--- config.mk ---
export PLATFORM = sky130hd
export DESIGN_NAME = spi_master_core
export DESIGN_NICKNAME = d
export VERILOG_FILES = /design/src/rtl/spi_master_core.sv
export SDC_FILE = /design/constraint.sdc
export NUM_CORES = 1
export LEC_CHECK = 0
export ABC_AREA = 1
export BUFFER_PORTS_ARGS = -buffer_cell sky130_fd_sc_hd__clkbuf_2
export CAP_MARGIN = 20
export CORE_MARGIN = 3
export CORE_UTILIZATION = 45
export DETAILED_ROUTE_END_ITERATION = 8
export SLEW_MARGIN = 20
export SYNTH_ARGS = -nofsm -noshare
export SYNTH_HDL_FRONTEND = slang
export SYNTH_SLANG_ARGS = --single-unit
--- constraint.sdc ---
create_clock -name clk_i -period 2.9 [get_ports clk_i]
set_input_delay 0.29 -clock clk_i [delete_from_list [all_inputs] [get_ports clk_i]]
set_output_delay 0.29 -clock clk_i [all_outputs]
set_load 0.01 [all_outputs]
--- src/rtl/spi_master_core.sv ---
// SPI master engine: serialises words from a valid/ready TX stream onto SCK/MOSI,
// returns the received word on a one-cycle RX pulse and owns the chip selects.
// Supports all four CPOL/CPHA modes, LSB-first shifting, multi-word bursts with
// CS held low, a programmable CS-high gap after a burst and a synchronous abort.
module spi_master_core #(
    parameter int DATA_WIDTH    = 8,
    parameter int SLAVE_NUM     = 8,
    parameter int DIVIDER_WIDTH = 32,
    parameter int WAIT_WIDTH    = 32
) (
    input  logic                     clk_i,
    input  logic                     rstn_i,
    input  logic                     cpol_i,
    input  logic                     cpha_i,
    input  logic                     lsb_first_i,
    input  logic [DIVIDER_WIDTH-1:0] clk_divider_i,
    input  logic [WAIT_WIDTH-1:0]    wait_time_i,
    input  logic [SLAVE_NUM-1:0]     slave_sel_i,
    input  logic                     stop_i,
    input  logic [DATA_WIDTH-1:0]    tx_data_i,
    input  logic                     tx_last_i,
    input  logic                     tx_valid_i,
    output logic                     tx_ready_o,
    output logic [DATA_WIDTH-1:0]    rx_data_o,
    output logic                     rx_valid_o,
    output logic                     busy_o,
    output logic                     sclk_o,
    output logic                     mosi_o,
    input  logic                     miso_i,
    output logic [SLAVE_NUM-1:0]     cs_n_o
);

    // Toggle counter only needs to reach 2*DATA_WIDTH-1; the last toggle resets it.
    localparam int TOG_W = $clog2(2 * DATA_WIDTH);
    localparam logic [TOG_W-1:0] LAST_TOG = TOG_W'(2 * DATA_WIDTH - 1);

    typedef enum logic [2:0] {S_IDLE, S_SETUP, S_SHIFT, S_HOLD, S_GAP} state_t;

    state_t                   state_reg;
    logic                     cpol_reg, cpha_reg, lsb_reg, last_reg;
    logic                     wait_word_reg;   // between burst words, SCK parked
    logic [DIVIDER_WIDTH-1:0] div_reg, half_cnt_reg;
    logic [WAIT_WIDTH-1:0]    gap_len_reg, gap_cnt_reg;
    logic [TOG_W-1:0]         tog_cnt_reg;
    logic [DATA_WIDTH-1:0]    tx_sr_reg, rx_sr_reg, rx_data_reg;
    logic                     rx_valid_reg, sclk_reg, mosi_reg;
    logic [SLAVE_NUM-1:0]     cs_n_reg;

    logic                     half_done, leading, sample_now, last_toggle, accept;
    logic                     next_tx_bit, load_lsb, load_cpha, load_first;
    logic [DATA_WIDTH-1:0]    tx_sr_shifted, rx_shifted, load_rest;

    assign half_done   = (half_cnt_reg == div_reg);
    assign leading     = ~tog_cnt_reg[0];               // odd-numbered toggles lead
    assign sample_now  = leading ^ cpha_reg;
    assign last_toggle = (state_reg == S_SHIFT) && !wait_word_reg && half_done &&
                         (tog_cnt_reg == LAST_TOG);

    // Acceptance is combinational so a continuation word can be taken in the very
    // cycle of the final toggle; stop and reset always block it.
    assign tx_ready_o = rstn_i && !stop_i &&
                        ((state_reg == S_IDLE) ||
                         ((state_reg == S_SHIFT) && (wait_word_reg || (last_toggle && !last_reg))));
    assign accept     = tx_valid_i && tx_ready_o;

    assign next_tx_bit   = lsb_reg ? tx_sr_reg[0] : tx_sr_reg[DATA_WIDTH-1];
    assign tx_sr_shifted = lsb_reg ? (tx_sr_reg >> 1) : (tx_sr_reg << 1);
    assign rx_shifted    = lsb_reg ? {miso_i, rx_sr_reg[DATA_WIDTH-1:1]}
                                   : {rx_sr_reg[DATA_WIDTH-2:0], miso_i};

    // The first word of a burst uses the live config; later words the latched one.
    assign load_lsb   = (state_reg == S_IDLE) ? lsb_first_i : lsb_reg;
    assign load_cpha  = (state_reg == S_IDLE) ? cpha_i : cpha_reg;
    assign load_first = load_lsb ? tx_data_i[0] : tx_data_i[DATA_WIDTH-1];
    assign load_rest  = load_lsb ? (tx_data_i >> 1) : (tx_data_i << 1);

    assign rx_data_o  = rx_data_reg;
    assign rx_valid_o = rx_valid_reg;
    assign busy_o     = (state_reg != S_IDLE);
    assign sclk_o     = sclk_reg;
    assign mosi_o     = mosi_reg;
    assign cs_n_o     = cs_n_reg;

    // Main FSM: word framing, SCK generation, shifting and CS control.
    always_ff @(posedge clk_i) begin
        if (!rstn_i) begin
            state_reg     <= S_IDLE;
            cpol_reg      <= 1'b0;
            cpha_reg      <= 1'b0;
            lsb_reg       <= 1'b0;
            last_reg      <= 1'b0;
            wait_word_reg <= 1'b0;
            div_reg       <= '0;
            half_cnt_reg  <= '0;
            gap_len_reg   <= '0;
            gap_cnt_reg   <= '0;
            tog_cnt_reg   <= '0;
            tx_sr_reg     <= '0;
            rx_sr_reg     <= '0;
            rx_data_reg   <= '0;
            rx_valid_reg  <= 1'b0;
            sclk_reg      <= 1'b0;
            mosi_reg      <= 1'b0;
            cs_n_reg      <= '1;
        end else begin
            rx_valid_reg <= 1'b0;
            if ((state_reg != S_IDLE) && stop_i) begin
                // Abort: drop the partial word and skip the gap entirely.
                state_reg     <= S_IDLE;
                cs_n_reg      <= '1;
                sclk_reg      <= cpol_reg;
                wait_word_reg <= 1'b0;
                half_cnt_reg  <= '0;
                tog_cnt_reg   <= '0;
                gap_cnt_reg   <= '0;
            end else begin
                case (state_reg)
                    S_IDLE: begin
                        sclk_reg <= cpol_i;
                        if (accept) begin
                            cpol_reg     <= cpol_i;
                            cpha_reg     <= cpha_i;
                            lsb_reg      <= lsb_first_i;
                            div_reg      <= clk_divider_i;
                            gap_len_reg  <= wait_time_i;
                            cs_n_reg     <= ~slave_sel_i;
                            last_reg     <= tx_last_i;
                            half_cnt_reg <= '0;
                            tog_cnt_reg  <= '0;
                            tx_sr_reg    <= load_cpha ? tx_data_i : load_rest;
                            if (!load_cpha) mosi_reg <= load_first;
                            state_reg    <= S_SETUP;
                        end
                    end
                    S_SETUP, S_SHIFT: begin
                        if (wait_word_reg) begin
                            if (accept) begin
                                wait_word_reg <= 1'b0;
                                half_cnt_reg  <= '0;
                                last_reg      <= tx_last_i;
                                tx_sr_reg     <= load_cpha ? tx_data_i : load_rest;
                                if (!load_cpha) mosi_reg <= load_first;
                            end
                        end else if (half_done) begin
                            half_cnt_reg <= '0;
                            sclk_reg     <= ~sclk_reg;
                            if (sample_now) rx_sr_reg <= rx_shifted;
                            if (last_toggle) begin
                                tog_cnt_reg  <= '0;
                                rx_data_reg  <= cpha_reg ? rx_shifted : rx_sr_reg;
                                rx_valid_reg <= 1'b1;
                                if (last_reg) begin
                                    state_reg <= S_HOLD;
                                end else if (accept) begin
                                    last_reg  <= tx_last_i;
                                    tx_sr_reg <= load_cpha ? tx_data_i : load_rest;
                                    if (!load_cpha) mosi_reg <= load_first;
                                end else begin
                                    wait_word_reg <= 1'b1;
                                end
                            end else begin
                                tog_cnt_reg <= tog_cnt_reg + TOG_W'(1);
                                state_reg   <= S_SHIFT;
                                if (!sample_now) begin
                                    mosi_reg  <= next_tx_bit;
                                    tx_sr_reg <= tx_sr_shifted;
                                end
                            end
                        end else begin
                            half_cnt_reg <= half_cnt_reg + DIVIDER_WIDTH'(1);
                        end
                    end
                    S_HOLD: begin
                        if (half_done) begin
                            half_cnt_reg <= '0;
                            cs_n_reg     <= '1;
                            gap_cnt_reg  <= '0;
                            state_reg    <= (gap_len_reg == '0) ? S_IDLE : S_GAP;
                        end else begin
                            half_cnt_reg <= half_cnt_reg + DIVIDER_WIDTH'(1);
                        end
                    end
                    S_GAP: begin
                        if (gap_cnt_reg == gap_len_reg - WAIT_WIDTH'(1)) begin
                            gap_cnt_reg <= '0;
                            state_reg   <= S_IDLE;
                        end else begin
                            gap_cnt_reg <= gap_cnt_reg + WAIT_WIDTH'(1);
                        end
                    end
                    default: state_reg <= S_IDLE;
                endcase
            end
        end
    end

endmodule

**Yosys cells after proc, flatten, opt, wreduce, memory -nomap -nowiden**

Index checks and enable logic that the tools add are counted.

- Flip-flop bits (word level): 175
- Latch bits: 0
- Memory bits (writable): 0
- ROM bits: 0
- Output and inout port bits: 21
- Logic and storage cells: 150
- Memories kept: 0

- Add/sub/neg operators: 4
- $mul: 0
- Div/mod/pow operators: 0
- Order comparisons: 0
- Equal/unequal tests: 19
- Shift operators: 0
- Mux-type cells: 65
- Bitwise operators: 9
- Reductions and logical operators: 35

Operator list:

| cell | number |
|---|---|
| two-way mux 32 bit | 5 |
| two-way mux 8 bit | 13 |
| one-hot mux 32 bit (3 select lines) | 1 |
| adder 32 x 1 -> 32 bit, second input constant | 2 |
| equality test 32 bit | 2 |
| one-hot mux 32 bit (2 select lines) | 1 |
| logical NOT 32 bit | 1 |
| one-hot mux 8 bit (2 select lines) | 2 |
| subtractor 32 x 1 -> 32 bit, second input constant | 1 |
| two-way mux 1 bit | 26 |
| two-way mux 3 bit | 8 |
| two-way mux 4 bit | 4 |
| inequality test 3 bit, second input constant | 5 |
| AND reduction 5 bit | 3 |
| one-hot mux 3 bit (4 select lines) | 1 |
| inequality test 2 bit, second input constant | 5 |
| logical AND 1 bit | 9 |
| AND reduction 3 bit | 3 |
| nonzero test 3 bit | 3 |
| inequality test 4 bit, second input constant | 2 |
| inverter 8 bit | 1 |
| one-hot mux 4 bit (2 select lines) | 1 |
| AND reduction 4 bit | 2 |
| inverter 1 bit | 7 |
| 15 further kinds | 24 |

**Logic depth before layout (Yosys ltp)**

Gate-level depths: netlist of the first run.

- Word-level depth: 16
- Gate-level depth with buffers: 18
- Depth with buffers taken out: 18

**Least setup slack after synthesis of the first run**

OpenSTA, ideal clock, no wires.

- Path kind: flip-flop to flip-flop
- Start: register gap_len_reg[0]
- End: register gap_cnt_reg[19]
- Library setup time: 0.115 ns
- Arrival: 2.080 ns
- Data required time: 2.785 ns
- Slack: 0.705 ns
- Cell stages (with the launch flop): 17
- Period minus slack after synthesis: 2.195 ns
- Cells stage by stage: dfxtp_1 > inv_2 > ha_1 > nand3_4 > nor2_8 > nand2_4 > nor2_4 > xor2_1 > inv_1 > nor2_2 > nand2_1 > nor2_2 > nand3_4 > nand2_4 > buf_12 > nor2_2 > o21a_1

- Longest elaborated chain between the ends: 4

RTL lines:

| element | RTL line | source |
|---|---|---|
| start: declaration | 43 | `logic [WAIT_WIDTH-1:0] gap_len_reg, gap_cnt_reg;` |
| start signal: assignment | 125 | `gap_len_reg <= wait_time_i;` |
| subtractor 32 x 1 -> 32 bit | 184 | `if (gap_cnt_reg == gap_len_reg - WAIT_WIDTH'(1)) begin` |
| equality test 32 bit | 184 |  |
| two-way mux 32 bit | 184 |  |
| one-hot mux 32 bit (2 select lines) | 117 | `case (state_reg)` |
| end signal: assignment | 188 | `gap_cnt_reg <= gap_cnt_reg + WAIT_WIDTH'(1);` |
| end: declaration | 43 |  |

Every way passes these cells.
A chain may end at the register's enable or synchronous reset.

**Worst setup path in the final report of the first run**

- Start: register half_cnt_reg[4]
- End: output port tx_ready_o

- Longest elaborated chain between the ends: 8

RTL lines:

| element | RTL line | source |
|---|---|---|
| start: declaration | 42 | `logic [DIVIDER_WIDTH-1:0] div_reg, half_cnt_reg;` |
| start signal: assignment | 170 | `half_cnt_reg <= half_cnt_reg + DIVIDER_WIDTH'(1);` |
| start signal: assignment | 180 | `half_cnt_reg <= half_cnt_reg + DIVIDER_WIDTH'(1);` |
| equality test 32 bit | 53 | `assign half_done = (half_cnt_reg == div_reg);` |
| logical AND 1 bit (2 in series) | 56 | `assign last_toggle = (state_reg == S_SHIFT) && !wait_word_reg && half_done &&` |
| logical AND 1 bit | 63 | `((state_reg == S_SHIFT) && (wait_word_reg \|\| (last_toggle && !last_reg))));` |
| logical OR 1 bit | 63 |  |
| logical AND 1 bit | 63 |  |
| logical OR 1 bit | 62 | `((state_reg == S_IDLE) \|\|` |
| logical AND 1 bit | 61 | `assign tx_ready_o = rstn_i && !stop_i &&` |
| end: declaration | 23 | `output logic tx_ready_o,` |

Every way passes these cells.

==> results of run 1 <==
cell type report:
| cell class | count | area, sq um |
|---|---|---|
| sequential | 175 | 3500 |
| inverter | 215 | 807 |
| clock inverter | 14 | 125 |
| tap | 319 | 399 |
| clock buffer | 18 | 429 |
| timing repair buffer | 132 | 743 |
| fill | 2421 | 11400 |
| multi-input combinational | 1178 | 6170 |
power breakdown:
group	leakage (nW)	total, mW	internal, mW	switching, mW
sequential	1.42	2.97	2.69	0.282
combinational	3.51	3.87	1.33	2.55
clock	0.253	2.23	1.13	1.10
logic make-up after synthesis:
kind of cell / share of synthesized area
muxes: 0.00650
xor gates and xnor gates: 0.0818
adders and majority gates: 0.00464
AOI/OAI and AO/OA: 0.181
buffers and inverters: 0.104
and+or+nand+nor: 0.297
DFF: 0.325
path summary, 6_finish.rpt:
check | startpoint | endpoint
min | slave_sel_i[5] | cs_n_o[5]
min reg2reg | cpol_reg | cpol_reg
max | half_cnt_reg[4] | tx_ready_o
max reg2reg | gap_len_reg[0] | gap_cnt_reg[25]
worst register-to-register path: stages (launching register included):
cell      delay (ns)
dfxtp_1         0.33
inv_2           0.10
ha_1            0.26
nand3_4         0.13
nor2_8          0.18
nand3_2         0.14
nor2_2          0.16
nand3b_1        0.09
nand2_1         0.08
nand4_1         0.14
nor2_4          0.14
nand3_4         0.13
nand2_4         0.24
buf_4           0.19
nor2_2          0.03
o21a_1          0.16
per-stage QoR:
step	worst slack, ns	utilization	instances	total power [mW]
2_1_floorplan	0.705	-	1637	5.90
3_3_place_gp	0.385	0.493	2019	6.84
3_5_place_dp	0.320	0.493	2019	6.88
4_1_cts	0.184	0.517	2051	9.12
5_1_grt	0.0109	0.517	2051	9.76
6_report	0.262	0.517	2051	9.07
placed cells by master, fill, tap and decap left out, drive strengths merged, types with 32 or more instances in the layout:
master / n
nand2: 329
a21oi: 142
xnor2: 32
inv: 220
nand3: 91
nor2: 218
dfxtp: 175
clkbuf: 127
xor2: 61
o21ai: 161
layer usage:
layer	global-route usage	routed length, microns	up-vias
met4	0.0520	361	0
met3	0.0410	1440	29
met5	0	0	-
met1	0.307	14000	4683
li1	-	-	5461
met2	0.346	12600	239
==> results.py, run 1 <==
metrics = {
    "logic_synthesis": {
        "synth_common_cells": "nand2_1, inv_1, dfxtp_1, nor2_1, o21ai_0",
        "async_flop_share": 0,
        "syn_avg_cell_area_sq_um": 6.59,
        "ys_seq_area_frac": 0.325,
        "synth_seq_cells": 175,
        "synth.area.top_cells": "dfxtp_1, nand2_1, o21ai_0, inv_1, a21oi_1",
        "synth_nets": 1730,
        "synth_area_leader_cell": "dfxtp_1",
        "synth-edff-count": 0,
        "syn_area_sq_um": 10800,
        "synthFlopType": "dfxtp_1",
        "synth_top_area_share": 0.325,
        "synth_most_common_cell": "nand2_1",
        "yosysUniqueCellTypes": 52,
        "yosys_warnings": 0,
        "netlist_instances": 1637,
    },
    "clock_tree": {
        "clockRootBuffer": "clkbuf_16",
        "htree_levels": 4,
        "clkSinkCount": 175,
        "cts_setup_buffers": 0,
        "cts.path.max_buffers": 2,
        "numCtsBuffers": 17,
        "cts_tree": "yes",
        "clkLatencyLatePin_ns": 0.44,
        "cts_hold_buf": 0,
        "clk_pin_slew_ns": 0.08,
        "post_cts_resized": 0,
    },
    "detailed_routing": {
        "drt_iter0_drc": 726,
        "drc_errors": 0,
        "drtPass1Iterations": 5,
        "vias": 10400,
        "wl_per_cell_microns": 13.9,
        "via_per_inst": 5.08,
        "antenna_left": 0,
        "routed_wl_microns": 28400,
    },
    "timing": {
        "worst_pin_slew_ns": 0.778,
        "max_freq_mhz": 379,
        "finalCriticalPeriod_ns": 2.64,
        "slew_violations": 0,
        "finalCritPeriodShare": 0.910,
        "holdWs_ns": 0.0608,
        "hold_viol_final": 0,
        "max-slew-margin-rel": 0.482,
        "rsz0062_at_grt": "no",
        "setup_viol": 0,
        "finClkSkew_ns": 0.0159,
        "setup_tns_ns": 0,
    },
    "setup_path": {
        "cp_num_buf_inv": 2,
        "reg2reg_slack_ns": 0.32,
        "critical_path_depth": 11,
        "cp_slowest_cell": "dfxtp_1",
        "path_cells": "inv_1 -> nand2_1 -> nand4_1 -> nor2_1 -> nand2_1 -> nor2_2 -> nand3_2 -> nand2_1 -> nand3_1 -> a21boi_0 -> clkbuf_2",
        "worstSetupEndpointType": "output port",
        "path_common_cell": "nand2_1",
        "cp.arrival_ns": 2.35,
        "cp_max_fo": 6,
        "critPathKind": "reg2out",
        "rr_worst_depth": 15,
        "cp_top_family": "simple AND/OR/NAND/NOR gates",
        "slowest_delay_ns": 0.43,
        "crit_required_ns": 2.61,
        "worstSetupStartpointType": "register",
    },
    "floorplan": {
        "initial_core_util": 0.458,
        "die_h_microns": 161,
        "die_area_sq_um": 25900,
        "die_width_microns": 161,
        "fp.coreArea_sq_um": 23500,
        "pin_count": 110,
        "row_count": 56,
    },
    "global_routing": {
        "grt_usage": 0.218,
        "antenna_found_initial": 0,
        "grt_max_degree": 153,
        "grt_pass1_vias": 9651,
        "overflow": 0,
        "grt_pass1_wl_microns": 47100,
    },
    "place": {
        "detailed_place.area_sq_um": 11600,
        "port_buffers": 109,
        "dp_hpwl_microns": 20900,
        "gp_congestion": 0.886,
    },
    "layout": {
        "drive_above_1_share": 0.140,
        "final_area_sq_um": 12200,
        "antenna_cells": 0,
        "areaGrowthSynthToFinish_pct": 12.9,
        "final_nets": 1812,
    },
    "hold_path": {
        "min_path_cells": 2,
        "hold_path.class": "in2reg",
    },
    "pwr": {
        "leakagePower_nw": 5.18,
        "peakVddDrop_uv": 441,
        "powerDensity_nw_per_um2": 745,
    },
    "outcome": {
        "status": "complete, no violations",
    },
    "flow_run": {
        "maxCapViolCount": 0,
    },
}
(Power assumes the default switching activity.)
==> inputs of run 2 (changes only) <==
- ABC_AREA: 1 -> not set
- CORE_ASPECT_RATIO: not set -> 0.75
- HOLD_SLACK_MARGIN: not set -> 0.12
==> results.py, run 2 <==
metrics = {
    "place": {
        "dpl.cell_count": 1672,
        "place_ws_ns": -0.303,
        "detailed_place.area_sq_um": 11200,
        "dp_hpwl_microns": 20400,
        "gp_congestion": 0.943,
        "port_buffers": 109,
    },
    "clock_tree": {
        "clkLatencyLatePin_ns": 0.43,
        "numCtsBuffers": 17,
        "clockRootBuffer": "clkbuf_16",
        "clkSinkCount": 175,
        "clk_pin_slew_ns": 0.07,
        "htree_levels": 4,
        "cts.path.max_buffers": 2,
        "cts_tree": "yes",
    },
    "timing": {
        "worst_pin_slew_ns": 0.741,
        "holdWs_ns": 0.128,
        "fin_ws_ns": -0.309,
        "finClkSkew_ns": 0.0119,
        "rsz0062_at_grt": "yes",
        "finalCriticalPeriod_ns": 3.21,
        "setup_viol": 33,
        "setup_tns_ns": -8.39,
        "max_freq_mhz": 312,
        "slew_violations": 0,
        "hold_viol_final": 0,
        "finalCritPeriodShare": 1.11,
        "max-slew-margin-rel": 0.506,
    },
    "outcome": {
        "status": "finished, violations left",
        "violations": "negative setup slack",
    },
    "layout": {
        "n_fill_cell": 1886,
        "final_common_cell": "nand2_1",
        "fin_util": 0.614,
        "areaGrowthSynthToFinish_pct": 30.7,
        "mostFrequentLayoutCells": "nand2_1, dfxtp_1, clkbuf_2, buf_4, nor2_1",
        "antenna_cells": 0,
        "final_nets": 1572,
        "stdcell_count": 1774,
        "final_area_sq_um": 12700,
        "drive_above_1_share": 0.214,
    },
    "floorplan": {
        "die_width_microns": 176,
        "initial_core_util": 0.469,
        "die_area_sq_um": 23400,
        "fp.coreArea_sq_um": 20700,
        "pin_count": 110,
        "row_count": 45,
        "die_h_microns": 133,
    },
    "logic_synthesis": {
        "synth-edff-count": 0,
        "netlist_instances": 1260,
        "synth_top_area_share": 0.360,
        "synth_most_common_cell": "nand2_1",
        "synthFlopType": "dfxtp_1",
        "yosysUniqueCellTypes": 70,
        "synth_common_cells": "nand2_1, dfxtp_1, nor2_1, xnor2_1, clkbuf_1",
        "async_flop_share": 0,
        "synth.area.top_cells": "dfxtp_1, nand2_1, xnor2_1, a21boi_0, nor2_1",
        "synth_nets": 1353,
        "syn_area_sq_um": 9720,
        "ys_seq_area_frac": 0.360,
        "synth_seq_cells": 175,
        "syn_avg_cell_area_sq_um": 7.72,
        "yosys_warnings": 0,
        "synth_area_leader_cell": "dfxtp_1",
    },
    "detailed_routing": {
        "drtPass1Iterations": 5,
        "antenna_left": 0,
        "wl_per_cell_microns": 16.5,
        "drc_errors": 0,
        "routed_wl_microns": 29200,
        "drt_iter0_drc": 858,
        "vias": 9814,
        "via_per_inst": 5.53,
    },
    "setup_path": {
        "crit_required_ns": 3.22,
        "rr_worst_depth": 10,
        "cp_max_fo": 6,
        "r2r_end": "gap_cnt_reg[4]",
        "cp.arrival_ns": 3.53,
        "reg2reg_slack_ns": -0.31,
        "cp-endpoint": "gap_cnt_reg[4]",
        "worstSetupStartpointType": "register",
        "reg2reg_from": "gap_len_reg[0]",
        "worstSetupStartpoint": "gap_len_reg[0]",
        "worstSetupEndpointType": "register",
        "critPathKind": "reg2reg",
    },
    "global_routing": {
        "antenna_found_initial": 0,
        "grt_pass1_vias": 9041,
        "grt_usage": 0.244,
        "overflow": 0,
        "grt_max_degree": 52,
        "grt_pass1_wl_microns": 47000,
    },
    "flow_run": {
        "maxCapViolCount": 0,
    },
    "pwr": {
        "peakVddDrop_uv": 353,
        "power_mw": 6.03,
        "leakagePower_nw": 4.75,
        "powerDensity_nw_per_um2": 474,
    },
    "hold_path": {
        "hold_path.class": "in2reg",
    },
}
==> run 2: cell types whose count changed after synthesis, sizes merged, moves of 15 or more <==
cell and change:
nand2 -101, clkbuf +21, o21a -24, nand3 -60
nor2 -111, xor2 -42, o21ai -90, xnor2 +46
and2 +15, a21oi -76, inv -196, a21boi +67
nand4 +16
==> run 2: worst max-delay path: stages (launching register included) <==
cell     delay, ns
dfxtp_4       0.36
or4_4         0.58
or4_4         0.51
nor2_4        0.14
xnor2_2       0.09
or4b_4        0.55
nor4b_4       0.27
a21o_1        0.21
a21o_4        0.17
buf_12        0.15
nor2_2        0.05
==> run 2: timing repair <==
action / 4_1_cts / 5_1_grt
pin swaps: 13 / 9
setup buffers: 2 / 1
endpoints found under the hold margin: 65 / 0
gates resized for setup: 21 / 33
gates cloned: 0 / 2
setup endpoints to repair: 33 / 63
hold buffers: 65 / 0
==> run 2: power breakdown <==
group	internal (mW)	leakage, nW	switching (mW)	total, mW
Sequential	2.47	1.42	0.0545	2.52
Clock	1.21	0.260	1.01	2.23
Combinational	0.600	3.07	0.677	1.28
==> run 2: worst min-delay path by stage <==
| stage | slack (ns) | cells past startpoint | from | to |
|---|---|---|---|---|
| after CTS | 0.12 | 3 | wait_time_i[2] | gap_len_reg[2] |
| after global placement | 0.46 | 2 | cpol_reg | cpol_reg |
| final | 0.13 | 3 | wait_time_i[2] | gap_len_reg[2] |
| after floorplan | 0.42 | 1 | slave_sel_i[0] | cs_n_o[0] |
| after global routing | 0.14 | 3 | wait_time_i[2] | gap_len_reg[2] |
| after detailed placement | 0.46 | 2 | cpol_reg | cpol_reg |
==> run 2: layout make-up <==
class	count	area, sq um	area share
sequential	175	3510	0.276
clock buffer	21	450	0.0354
multi-input combinational	980	6050	0.476
tap	282	353	0.0278
clock inverter	11	109	0.00856
timing repair buffer	288	2180	0.172
inverter	17	63.8	0.00502
==> run 2: kinds of logic after synthesis <==
| logic type | after synthesis | synth area share |
|---|---|---|
| simple gates | 570 | 0.289 |
| compound gates | 283 | 0.186 |
| flops | 175 | 0.360 |
| buf+inv | 105 | 0.0445 |
| xor+xnor | 97 | 0.0874 |
| mux | 26 | 0.0278 |
| fa+ha+maj | 4 | 0.00515 |
==> run 2: layer usage <==
layer	global-route usage	part of all wire	wire (microns)
met5	0	0	0
met4	0.0545	0.0085	248
met3	0.0410	0.063	1830
met2	0.352	0.41	12100
met1	0.378	0.51	15100
==> inputs of run 3 (changes only) <==
- SKIP_CTS_REPAIR_TIMING: not set -> 1
==> results.py, run 3 (synthesis results as in run 2) <==
metrics = {
    "timing": {
        "finClkSkew_ns": 0.0127,
        "slew_violations": 0,
        "finalCriticalPeriod_ns": 3.20,
        "finalCritPeriodShare": 1.10,
        "worst_pin_slew_ns": 0.750,
        "max-slew-margin-rel": 0.500,
        "max_freq_mhz": 313,
        "rsz0062_at_grt": "yes",
        "setup_viol": 33,
        "hold_viol_final": 0,
        "fin_ws_ns": -0.299,
    },
    "place": {
        "gp_congestion": 0.943,
        "dp_hpwl_microns": 20400,
        "dpl.cell_count": 1672,
        "detailed_place.area_sq_um": 11200,
        "port_buffers": 109,
    },
    "layout": {
        "drive_above_1_share": 0.209,
        "seq_area_sq_um": 3510,
        "areaGrowthSynthToFinish_pct": 26.8,
        "mostFrequentLayoutCells": "nand2_1, dfxtp_1, clkbuf_2, nor2_1, buf_4",
        "stdcell_count": 1743,
        "multiInputGateArea_sq_um": 5990,
        "final_common_cell": "nand2_1",
        "final_nets": 1541,
        "final_area_sq_um": 12300,
        "n_fill_cell": 1933,
        "antenna_cells": 0,
    },
    "setup_path": {
        "worstSetupEndpointType": "register",
        "rr_worst_depth": 10,
        "reg2reg_slack_ns": -0.30,
        "cp_max_fo": 11,
        "cp_top_family": "simple AND/OR/NAND/NOR gates",
        "reg2reg_from": "gap_len_reg[0]",
        "cp_slowest_cell": "or4_4",
        "critPathKind": "reg2reg",
        "worstSetupStartpointType": "register",
        "crit_required_ns": 3.22,
        "cp_num_buf_inv": 1,
        "path_cells": "or4_4 -> or4_4 -> nor2_4 -> xnor2_2 -> or4b_4 -> nor4b_4 -> a21o_1 -> a21o_1 -> buf_12 -> nor2_1",
        "r2r_end": "gap_cnt_reg[2]",
        "cp.arrival_ns": 3.52,
        "slowest_delay_ns": 0.58,
    },
    "clock_tree": {
        "cts_tree": "yes",
        "htree_levels": 4,
        "clockRootBuffer": "clkbuf_16",
        "clkLatencyLatePin_ns": 0.43,
        "clk_pin_slew_ns": 0.07,
        "numCtsBuffers": 17,
        "clkSinkCount": 175,
        "cts.path.max_buffers": 2,
    },
    "global_routing": {
        "grt_pass1_wl_microns": 44800,
        "antenna_found_initial": 0,
        "grt_max_degree": 52,
        "grt_usage": 0.234,
        "overflow": 0,
        "grt_pass1_vias": 8568,
    },
    "floorplan": {
        "die_area_sq_um": 23400,
        "row_count": 45,
        "fp.coreArea_sq_um": 20700,
        "pin_count": 110,
        "die_h_microns": 133,
        "die_width_microns": 176,
        "initial_core_util": 0.469,
    },
    "outcome": {
        "violations": "negative setup slack",
        "status": "finished, violations left",
    },
    "detailed_routing": {
        "vias": 9568,
        "antenna_left": 0,
        "drc_errors": 0,
        "drtPass1Iterations": 5,
        "drt_iter0_drc": 827,
        "routed_wl_microns": 28400,
        "via_per_inst": 5.49,
        "wl_per_cell_microns": 16.3,
    },
    "hold_path": {
        "holdCritStartpoint": "wait_time_i[11]",
        "min_path_cells": 3,
        "hold_path.class": "in2reg",
        "hold_path_end": "gap_len_reg[11]",
    },
    "pwr": {
        "leakagePower_nw": 4.62,
        "powerDensity_nw_per_um2": 485,
        "peakVddDrop_uv": 357,
    },
    "flow_run": {
        "maxCapViolCount": 0,
    },
}
## run 3: how the worst max path moves through the flow
stage / startpoint / endpoint / slack (ns) / depth (start not counted)
floorplan: gap_len_reg[1] / gap_cnt_reg[29] / -0.22 / 12
global placement: gap_len_reg[1] / gap_cnt_reg[29] / -0.25 / 11
detailed placement: gap_len_reg[4] / gap_cnt_reg[29] / -0.30 / 10
CTS: gap_len_reg[4] / gap_cnt_reg[29] / -0.33 / 10
global route: gap_len_reg[4] / gap_cnt_reg[29] / -0.42 / 11
finish: gap_len_reg[0] / gap_cnt_reg[2] / -0.30 / 10
## run 3: through the flow
step | util | TNS, ns | power, mW | worst slack (ns) | hold WS, ns
3_5_place_dp | 0.541 | -7.59 | 3.71 | -0.303 | 0.463
2_1_floorplan | - | -3.68 | 3.27 | -0.217 | 0.424
3_3_place_gp | 0.541 | -5.81 | 3.70 | -0.248 | 0.456
4_1_cts | 0.568 | -8.44 | 5.92 | -0.334 | 0.0616
6_report | 0.595 | -8.32 | 5.98 | -0.299 | 0.0922
5_1_grt | 0.595 | -11.60 | 6.24 | -0.418 | 0.121
## run 3: per-layer routing
metal / share of wire / up-vias / global-route usage
met5: 0 / - / 0
met4: 0.0078 / 0 / 0.0527
met3: 0.067 / 17 / 0.0470
met2: 0.41 / 264 / 0.322
met1: 0.52 / 4488 / 0.369
li1: - / 4799 / -
## run 3: cell type report
type / instances / share of cell area
clock buffers: 21 / 0.0365
clock inverters: 11 / 0.00883
inverters: 17 / 0.00518
multi-input cells: 980 / 0.486
flip-flops and latches: 175 / 0.285
well taps: 282 / 0.0286
repair buffers: 257 / 0.150
## run 3: worst reg2reg max path: stages, from the launching register on
cell,delay [ns]
dfxtp_2,0.35
or4_4,0.58
or4_4,0.51
nor2_4,0.14
xnor2_2,0.09
or4b_4,0.55
nor4b_4,0.31
a21o_1,0.21
a21o_1,0.16
buf_12,0.14
nor2_1,0.06
## run 3: power by group
part | switching (mW) | internal, mW
registers | 0.0539 | 2.47
clock network | 1.01 | 1.21
logic | 0.664 | 0.571
